**config.mk**
```make
export PLATFORM = sky130hd
export DESIGN_NAME = mem_island_rsp_buffer
export DESIGN_NICKNAME = d
export VERILOG_FILES = /design/src/rtl/mem_island_rsp_buffer.sv
export SDC_FILE = /design/constraint.sdc
export NUM_CORES = 1
export LEC_CHECK = 0
export CAP_MARGIN = 20
export CORE_MARGIN = 5
export CORE_UTILIZATION = 40
export DETAILED_ROUTE_END_ITERATION = 10
export PLACE_DENSITY = 0.69
export SKIP_CTS_REPAIR_TIMING = 1
export SYNTH_ARGS = -nofsm -noshare
export SYNTH_HDL_FRONTEND = slang
export SYNTH_SLANG_ARGS = --single-unit
export TNS_END_PERCENT = 100
```
**constraint.sdc**
```tcl
create_clock -name clk_i -period 5.9 [get_ports clk_i]
set_input_delay 0.59 -clock clk_i [delete_from_list [all_inputs] [get_ports clk_i]]
set_output_delay 0.59 -clock clk_i [all_outputs]
set_load 0.03 [all_outputs]
```
**src/rtl/mem_island_rsp_buffer.sv**
```systemverilog
// rtl/mem_island_rsp_buffer.sv - credit-throttled response FIFO in front of one memory island core port
// Optional feature macro: MEM_ISLAND_RSP_FALLTHROUGH_EN (zero-latency bypass when the FIFO is empty)
module mem_island_rsp_buffer #(
  parameter int unsigned AddrWidth = 32,
  parameter int unsigned DataWidth = 64,
  parameter int unsigned Depth     = 4
) (
  input  logic                   clk_i,
  input  logic                   rst_ni,
  input  logic                   up_q_valid_i,
  output logic                   up_q_ready_o,
  input  logic [AddrWidth-1:0]   up_q_addr_i,
  input  logic                   up_q_write_i,
  input  logic [DataWidth-1:0]   up_q_data_i,
  input  logic [DataWidth/8-1:0] up_q_strb_i,
  output logic                   up_p_valid_o,
  input  logic                   up_p_ready_i,
  output logic [DataWidth-1:0]   up_p_data_o,
  output logic                   mem_q_valid_o,
  input  logic                   mem_q_ready_i,
  output logic [AddrWidth-1:0]   mem_q_addr_o,
  output logic                   mem_q_write_o,
  output logic [DataWidth-1:0]   mem_q_data_o,
  output logic [DataWidth/8-1:0] mem_q_strb_o,
  input  logic                   mem_p_valid_i,
  input  logic [DataWidth-1:0]   mem_p_data_i,
  output logic                   idle_o
);

  localparam int unsigned CntW = $clog2(Depth + 1);
  localparam int unsigned PtrW = $clog2(Depth);
  localparam logic [CntW-1:0] CntMax = CntW'(Depth);
  localparam logic [CntW-1:0] CntOne = CntW'(1);
  localparam logic [PtrW:0]   PtrOne = (PtrW + 1)'(1);

  logic [CntW-1:0]      r_cnt;
  logic [PtrW:0]        r_wptr;
  logic [PtrW:0]        r_rptr;
  logic [DataWidth-1:0] r_mem [Depth];

  logic w_room, w_grant, w_pop, w_empty, w_full;
  logic w_push_ok, w_wr_en, w_rd_en;

  // Credits cover every in-flight and buffered response, so the FIFO can never overflow.
  assign w_room        = (r_cnt < CntMax);
  assign mem_q_valid_o = up_q_valid_i & w_room;
  assign up_q_ready_o  = mem_q_ready_i & w_room;
  assign mem_q_addr_o  = up_q_addr_i;
  assign mem_q_write_o = up_q_write_i;
  assign mem_q_data_o  = up_q_data_i;
  assign mem_q_strb_o  = up_q_strb_i;
  assign w_grant       = mem_q_valid_o & mem_q_ready_i;

  assign w_empty   = (r_wptr == r_rptr);
  assign w_full    = (r_wptr[PtrW] != r_rptr[PtrW]) && (r_wptr[PtrW-1:0] == r_rptr[PtrW-1:0]);
  assign w_push_ok = mem_p_valid_i & ~w_full & (r_cnt != '0);
  assign w_rd_en   = ~w_empty & up_p_ready_i;

`ifdef MEM_ISLAND_RSP_FALLTHROUGH_EN
  assign up_p_valid_o = ~w_empty | w_push_ok;
  assign up_p_data_o  = w_empty ? mem_p_data_i : r_mem[r_rptr[PtrW-1:0]];
  assign w_wr_en      = w_push_ok & ~(w_empty & up_p_ready_i);
`else
  assign up_p_valid_o = ~w_empty;
  assign up_p_data_o  = r_mem[r_rptr[PtrW-1:0]];
  assign w_wr_en      = w_push_ok;
`endif

  assign w_pop  = up_p_valid_o & up_p_ready_i;
  assign idle_o = (r_cnt == '0);

  always_ff @(posedge clk_i or negedge rst_ni) begin
    if (!rst_ni) begin
      r_cnt  <= '0;
      r_wptr <= '0;
      r_rptr <= '0;
    end else begin
      if (w_grant && !w_pop) begin
        r_cnt <= r_cnt + CntOne;
      end else if (!w_grant && w_pop) begin
        r_cnt <= r_cnt - CntOne;
      end
      if (w_wr_en) begin
        r_wptr <= r_wptr + PtrOne;
      end
      if (w_rd_en) begin
        r_rptr <= r_rptr + PtrOne;
      end
    end
  end

  always_ff @(posedge clk_i) begin
    if (w_wr_en) begin
      r_mem[r_wptr[PtrW-1:0]] <= mem_p_data_i;
    end
  end

`ifndef SYNTHESIS
  always @(posedge clk_i) begin
    if (rst_ni) begin
      assert (!(mem_p_valid_i && r_cnt == '0))
        else $warning("mem_island_rsp_buffer: core response with no outstanding credit, ignored");
      assert (!(mem_p_valid_i && w_full))
        else $warning("mem_island_rsp_buffer: core response while FIFO full, dropped");
    end
  end
`endif

endmodule
```
Word-level counts from Yosys, hierarchy flattened
Memories as Yosys holds them, arrays and structs flattened.
Cells that the tools add are included.
{"block": "totals", "out_inout_bits": 173, "mem_bits_rw": 256, "inputBits": 175, "mem_count": 1, "regBits": 9, "elab_cells": 32}
{"block": "classes", "n_eq_ne": 3, "reduce_logical": 8, "n_addsub": 4, "muxes": 4, "magnitude_cmp": 1, "n_bitwise": 8}
{"name": "r_mem", "depth": 4, "word_bits": 64, "rd": 1, "rd_ports_with_merged_regs": 0, "write_ports": 1, "line": "39", "source": "logic [DataWidth-1:0] r_mem [Depth];"}
{"cell": "$add 3x1->3 const B", "count": 3}
{"cell": "$and 1x1->1", "count": 6}
{"cell": "$mux 3", "count": 2}
{"cell": "$eq 3x3->1", "count": 1}
{"cell": "$logic_and 1x1->1", "count": 3}
{"cell": "$logic_not 3->1", "count": 1}
{"cell": "$lt 3x3->1 const B", "count": 1}
{"cell": "$reduce_bool 3->1", "count": 1}
{"cell": "$sub 3x1->3 const B", "count": 1}
{"cell": "$eq 2x2->1", "count": 1}
{"cell": "$logic_not 1->1", "count": 2}
{"cell": "$mux 1", "count": 2}
{"cell": "$not 1->1", "count": 2}
{"cell": "$reduce_bool 2->1", "count": 1}
{"cell": "$ne 1x1->1", "count": 1}

Logic depth before layout (Yosys ltp)
{"block": "logic_depth", "word_depth": 7, "ltp_mapped": 9, "depth_no_buf": 8}

Worst setup path after synthesis
No wires, ideal clock.
{"block": "synth_timing", "path_type": "register -> register", "start": "reg r_wptr[1]", "end": "mem r_mem[3][0], enable pin", "arrival_time_ns": 4.195, "period_less_slack_ns": 4.719, "setup_ns": 0.524, "t_required_ns": 5.376, "path_buffers": 0, "stages_incl_launch_ff": 3, "setup_slack_ns": 1.181, "path_cell_list": "dfrtp_1 -> xnor2_1 -> a31oi_1"}
{"block": "synth_via", "elab_chain_len": 7}
{"item": "from (decl)", "line": "37", "source": "logic [PtrW:0] r_wptr;"}
{"item": "from (signal assigned)", "line": "84", "source": "r_wptr <= r_wptr + PtrOne;"}
{"item": "$eq 2x2->1", "line": "55", "source": "assign w_full = (r_wptr[PtrW] != r_rptr[PtrW]) && (r_wptr[PtrW-1:0] == r_rptr[PtrW-1:0]);"}
{"item": "$logic_and 1x1->1", "line": "55"}
{"item": "$not 1->1", "line": "56", "source": "assign w_push_ok = mem_p_valid_i & ~w_full & (r_cnt != '0);"}
{"item": "$and 1x1->1 (2 in series)", "line": "56"}
{"item": "$mux 1", "line": "93", "source": "if (w_wr_en) begin"}
{"item": "$mux 1 (implied by the code)", "line": "94", "source": "r_mem[r_wptr[PtrW-1:0]] <= mem_p_data_i;"}
{"item": "to (decl)", "line": "39"}
Parallel ways exist; a longest one is shown, timed or not.

Worst setup path in the final report
{"block": "layout_timing", "start": "reg r_rptr[0]", "end": "out up_p_data_o[45]"}
{"block": "layout_via", "elab_chain_len": 1}
{"item": "from (decl)", "line": "38", "source": "logic [PtrW:0] r_rptr;"}
{"item": "from (signal assigned)", "line": "87", "source": "r_rptr <= r_rptr + PtrOne;"}
{"item": "$mem_v2 4x64"}
{"item": "to (decl)", "line": "18", "source": "output logic [DataWidth-1:0] up_p_data_o,"}
Every way passes these cells.

==> flow_metrics.py <==
metrics = {
    "floorplanning": {
        "initial_core_util_pct": 40.80,
        "dieArea_um2": 30020,
        "die_y_um": 173.3,
        "rows": 59,
        "io_pins": 348,
        "die_w_um": 173.3,
        "core_area_um2": 26130,
    },
    "cells_and_area": {
        "area_delta_synth_final_pct": 16.64,
        "fin_nets": 725,
        "seq_area_um2": 7920,
        "layout-drive-gt1-share_pct": 20.35,
        "fillers": 2160,
        "stdcell_count": 900,
        "diodes": 0,
        "multi_input_area_um2": 1858,
    },
    "timing": {
        "grt_setup_unrepaired": "no",
        "hold_viol": 0,
        "slew_violations": 0,
        "tightest_slew_ns": 1.058,
        "worst_clock_skew_ns": 0.01363,
        "max_slew_margin_pct": 29.49,
        "tns_ns": 0,
        "period_share_pct": 65.91,
        "finalSetupViolations": 0,
        "finalCriticalPeriod_ns": 3.889,
        "clock.fmax_mhz": 257.1,
    },
    "setup_path": {
        "r2r-end": "r_mem[0][35]",
        "cp-start-kind": "register",
        "arrival_ns": 3.30,
        "cp_slowest_stage_delay_ns": 1.03,
        "crit_required_ns": 5.31,
        "rr_worst_depth": 3,
        "crit_fanout": 47,
        "crit_slowest_cell": "dfrtp_4",
        "regToRegSetupSlack_ns": 2.56,
        "path_class": "reg2out",
        "worstPathCellList": "buf_4 -> mux4_2 -> clkdlybuf4s50_1",
        "crit_path_end_kind": "output port",
        "r2r_start": "r_rptr[1]",
    },
    "synth": {
        "avgSynthCellArea_um2": 21.63,
        "yosys_warnings": 0,
        "synth_cell_types": 30,
        "synth-edff-count": 256,
        "synth-seq-area-share_pct": 74.22,
        "synth_ff_type": "edfxtp_1",
        "synth_fp_nets": 675,
        "async_flop_share_pct": 3.396,
        "synth_area_um2": 10660,
        "synthCells": 493,
        "synth_seq_cells": 265,
    },
    "power": {
        "leakagePower_nw": 3.974,
        "power_density_nw_per_um2": 556.3,
        "peakVddDrop_mv": 0.3333,
    },
    "routing": {
        "wl_per_cell_um": 28.13,
        "vias": 4709,
        "drt-pass1-iter-count": 4,
        "drc": 0,
        "detail-route-antenna-nets": 0,
        "wirelength_mm": 25.32,
        "vias_per_cell": 5.232,
        "dr.first_iter.drc_count": 311,
    },
    "clock_network": {
        "cts_buffers": 28,
        "cts_root_buf": "clkbuf_16",
        "cts_max_level": 1,
        "clk_path_buf_depth": 3,
        "clk_pin_slew_ns": 0.06,
        "clock_latency_ns": 0.53,
        "cts.sinks": 265,
        "cts_tree": "yes",
    },
    "grt": {
        "grt_max_degree": 69,
        "grt_pass1_wl_mm": 36.41,
        "antenna_found_initial": 0,
        "grt_pass1_vias": 4998,
        "grtUsageTotal_pct": 16.14,
        "grt-ovfl-total": 0,
    },
    "place": {
        "dp.cells": 848,
        "port_buffers": 137,
        "place.gp.congestion": 0.8181,
        "dp_hpwl_mm": 17.93,
    },
    "job": {
        "drv_cap": 0,
    },
    "run_status": {
        "status": "finished clean",
    },
    "hold_path": {
        "min_path_type": "in2async",
    },
}
## how the worst max path moves through the flow
| stage | startpoint | end | slack (ns) | cells past startpoint |
|---|---|---|---|---|
| after floorplan | r_wptr[1] | r_mem[3][0] | 1.18 | 2 |
| after global placement | r_rptr[0] | up_p_data_o[51] | 2.45 | 3 |
| after detailed placement | r_rptr[0] | up_p_data_o[45] | 2.42 | 3 |
| after CTS | r_rptr[0] | up_p_data_o[45] | 1.84 | 3 |
| after global routing | r_rptr[0] | up_p_data_o[51] | 1.71 | 3 |
| final | r_rptr[0] | up_p_data_o[45] | 2.01 | 3 |
## layout make-up
type | count | area share [%]
inverters | 4 | 0.1207
repair buffers | 140 | 11.21
clock buffers | 36 | 5.876
multi-input cells | 104 | 14.94
flip-flops and latches | 265 | 63.69
clock inverters | 16 | 0.7948
well taps | 335 | 3.371
## routing by layer
layer	vias up	GRT usage [%]	share of wire [%]
li1	1966	-	-
met1	2388	15.85	31
met2	329	28.71	53
met3	26	10.58	15
met4	0	3.060	1.6
met5	-	0	0
## report_power, final
group | internal (W) | switching [W] | total, W
clock network | 0.000878 | 0.000688 | 0.00157
logic | 0.00114 | 0.00135 | 0.00249
registers | 0.00255 | 0.000309 | 0.00286
## cells in the final DEF (no fill, tap or decap), types with 2 or more instances in the layout
master             n
clkdlybuf4s50_1  137
o311ai_1           2
clkbuf_1           8
dfrtp_4            2
clkinv_2           3
clkinv_4           2
xnor2_1            5
nor2b_1            2
mux4_2            64
ha_1               6
clkinv_1           7
clkinvlp_4         2
dfrtp_1            7
edfxtp_1         256
xor2_1             4
inv_1              4
buf_4              3
and2_4             3
clkbuf_16         28
## critical path, delay by kind of cell, from the launching register on
family   cells  cell delay (ns)
mux          1             0.56
buf+inv      2             1.15
flops        1             1.03
## through the flow
step	utilization, %	worst slack [ns]	hold WS, ns	area [um2]	power (W)
after floorplan	-	1.181	0.2944	10660	0.004624
after global placement	44.41	2.452	0.5329	11610	0.005384
after detailed placement	44.41	2.420	0.5473	11610	0.005445
after CTS	47.59	1.843	0.3626	12440	0.007030
after global routing	47.59	1.709	0.3938	12440	0.007228
final	47.59	2.011	0.3800	12440	0.006918
## synthesized netlist by cell type (4+ instances only)
cell type / count / area, um2
mux4_2: 64 / 1441
edfxtp_1: 256 / 7687
buf_4: 107 / 803.3
ha_1: 6 / 75.07
dfrtp_1: 9 / 225.2
xor2_1: 4 / 35.03
buf_6: 5 / 56.30
and2_1: 4 / 25.02
buf_2: 7 / 35.03
inv_1: 4 / 15.01
xnor2_1: 5 / 43.79
## cell families after synthesis
family | after synthesis | share of synthesized area, %
buffers and inverters | 124 | 8.567
AO/OA/AOI/OAI | 8 | 0.8803
multiplexers | 68 | 13.97
adder cells (fa/ha/maj) | 7 | 0.8919
flip-flops | 265 | 74.22
AND/OR/NAND/NOR | 11 | 0.5867
XOR/XNOR | 10 | 0.8919
## flip-flops by register name, summed over array words and instances, names as in the netlist
name / cells
r_cnt: 3
r_mem: 256
r_rptr: 3
r_wptr: 3
(Power assumes the default switching activity.)
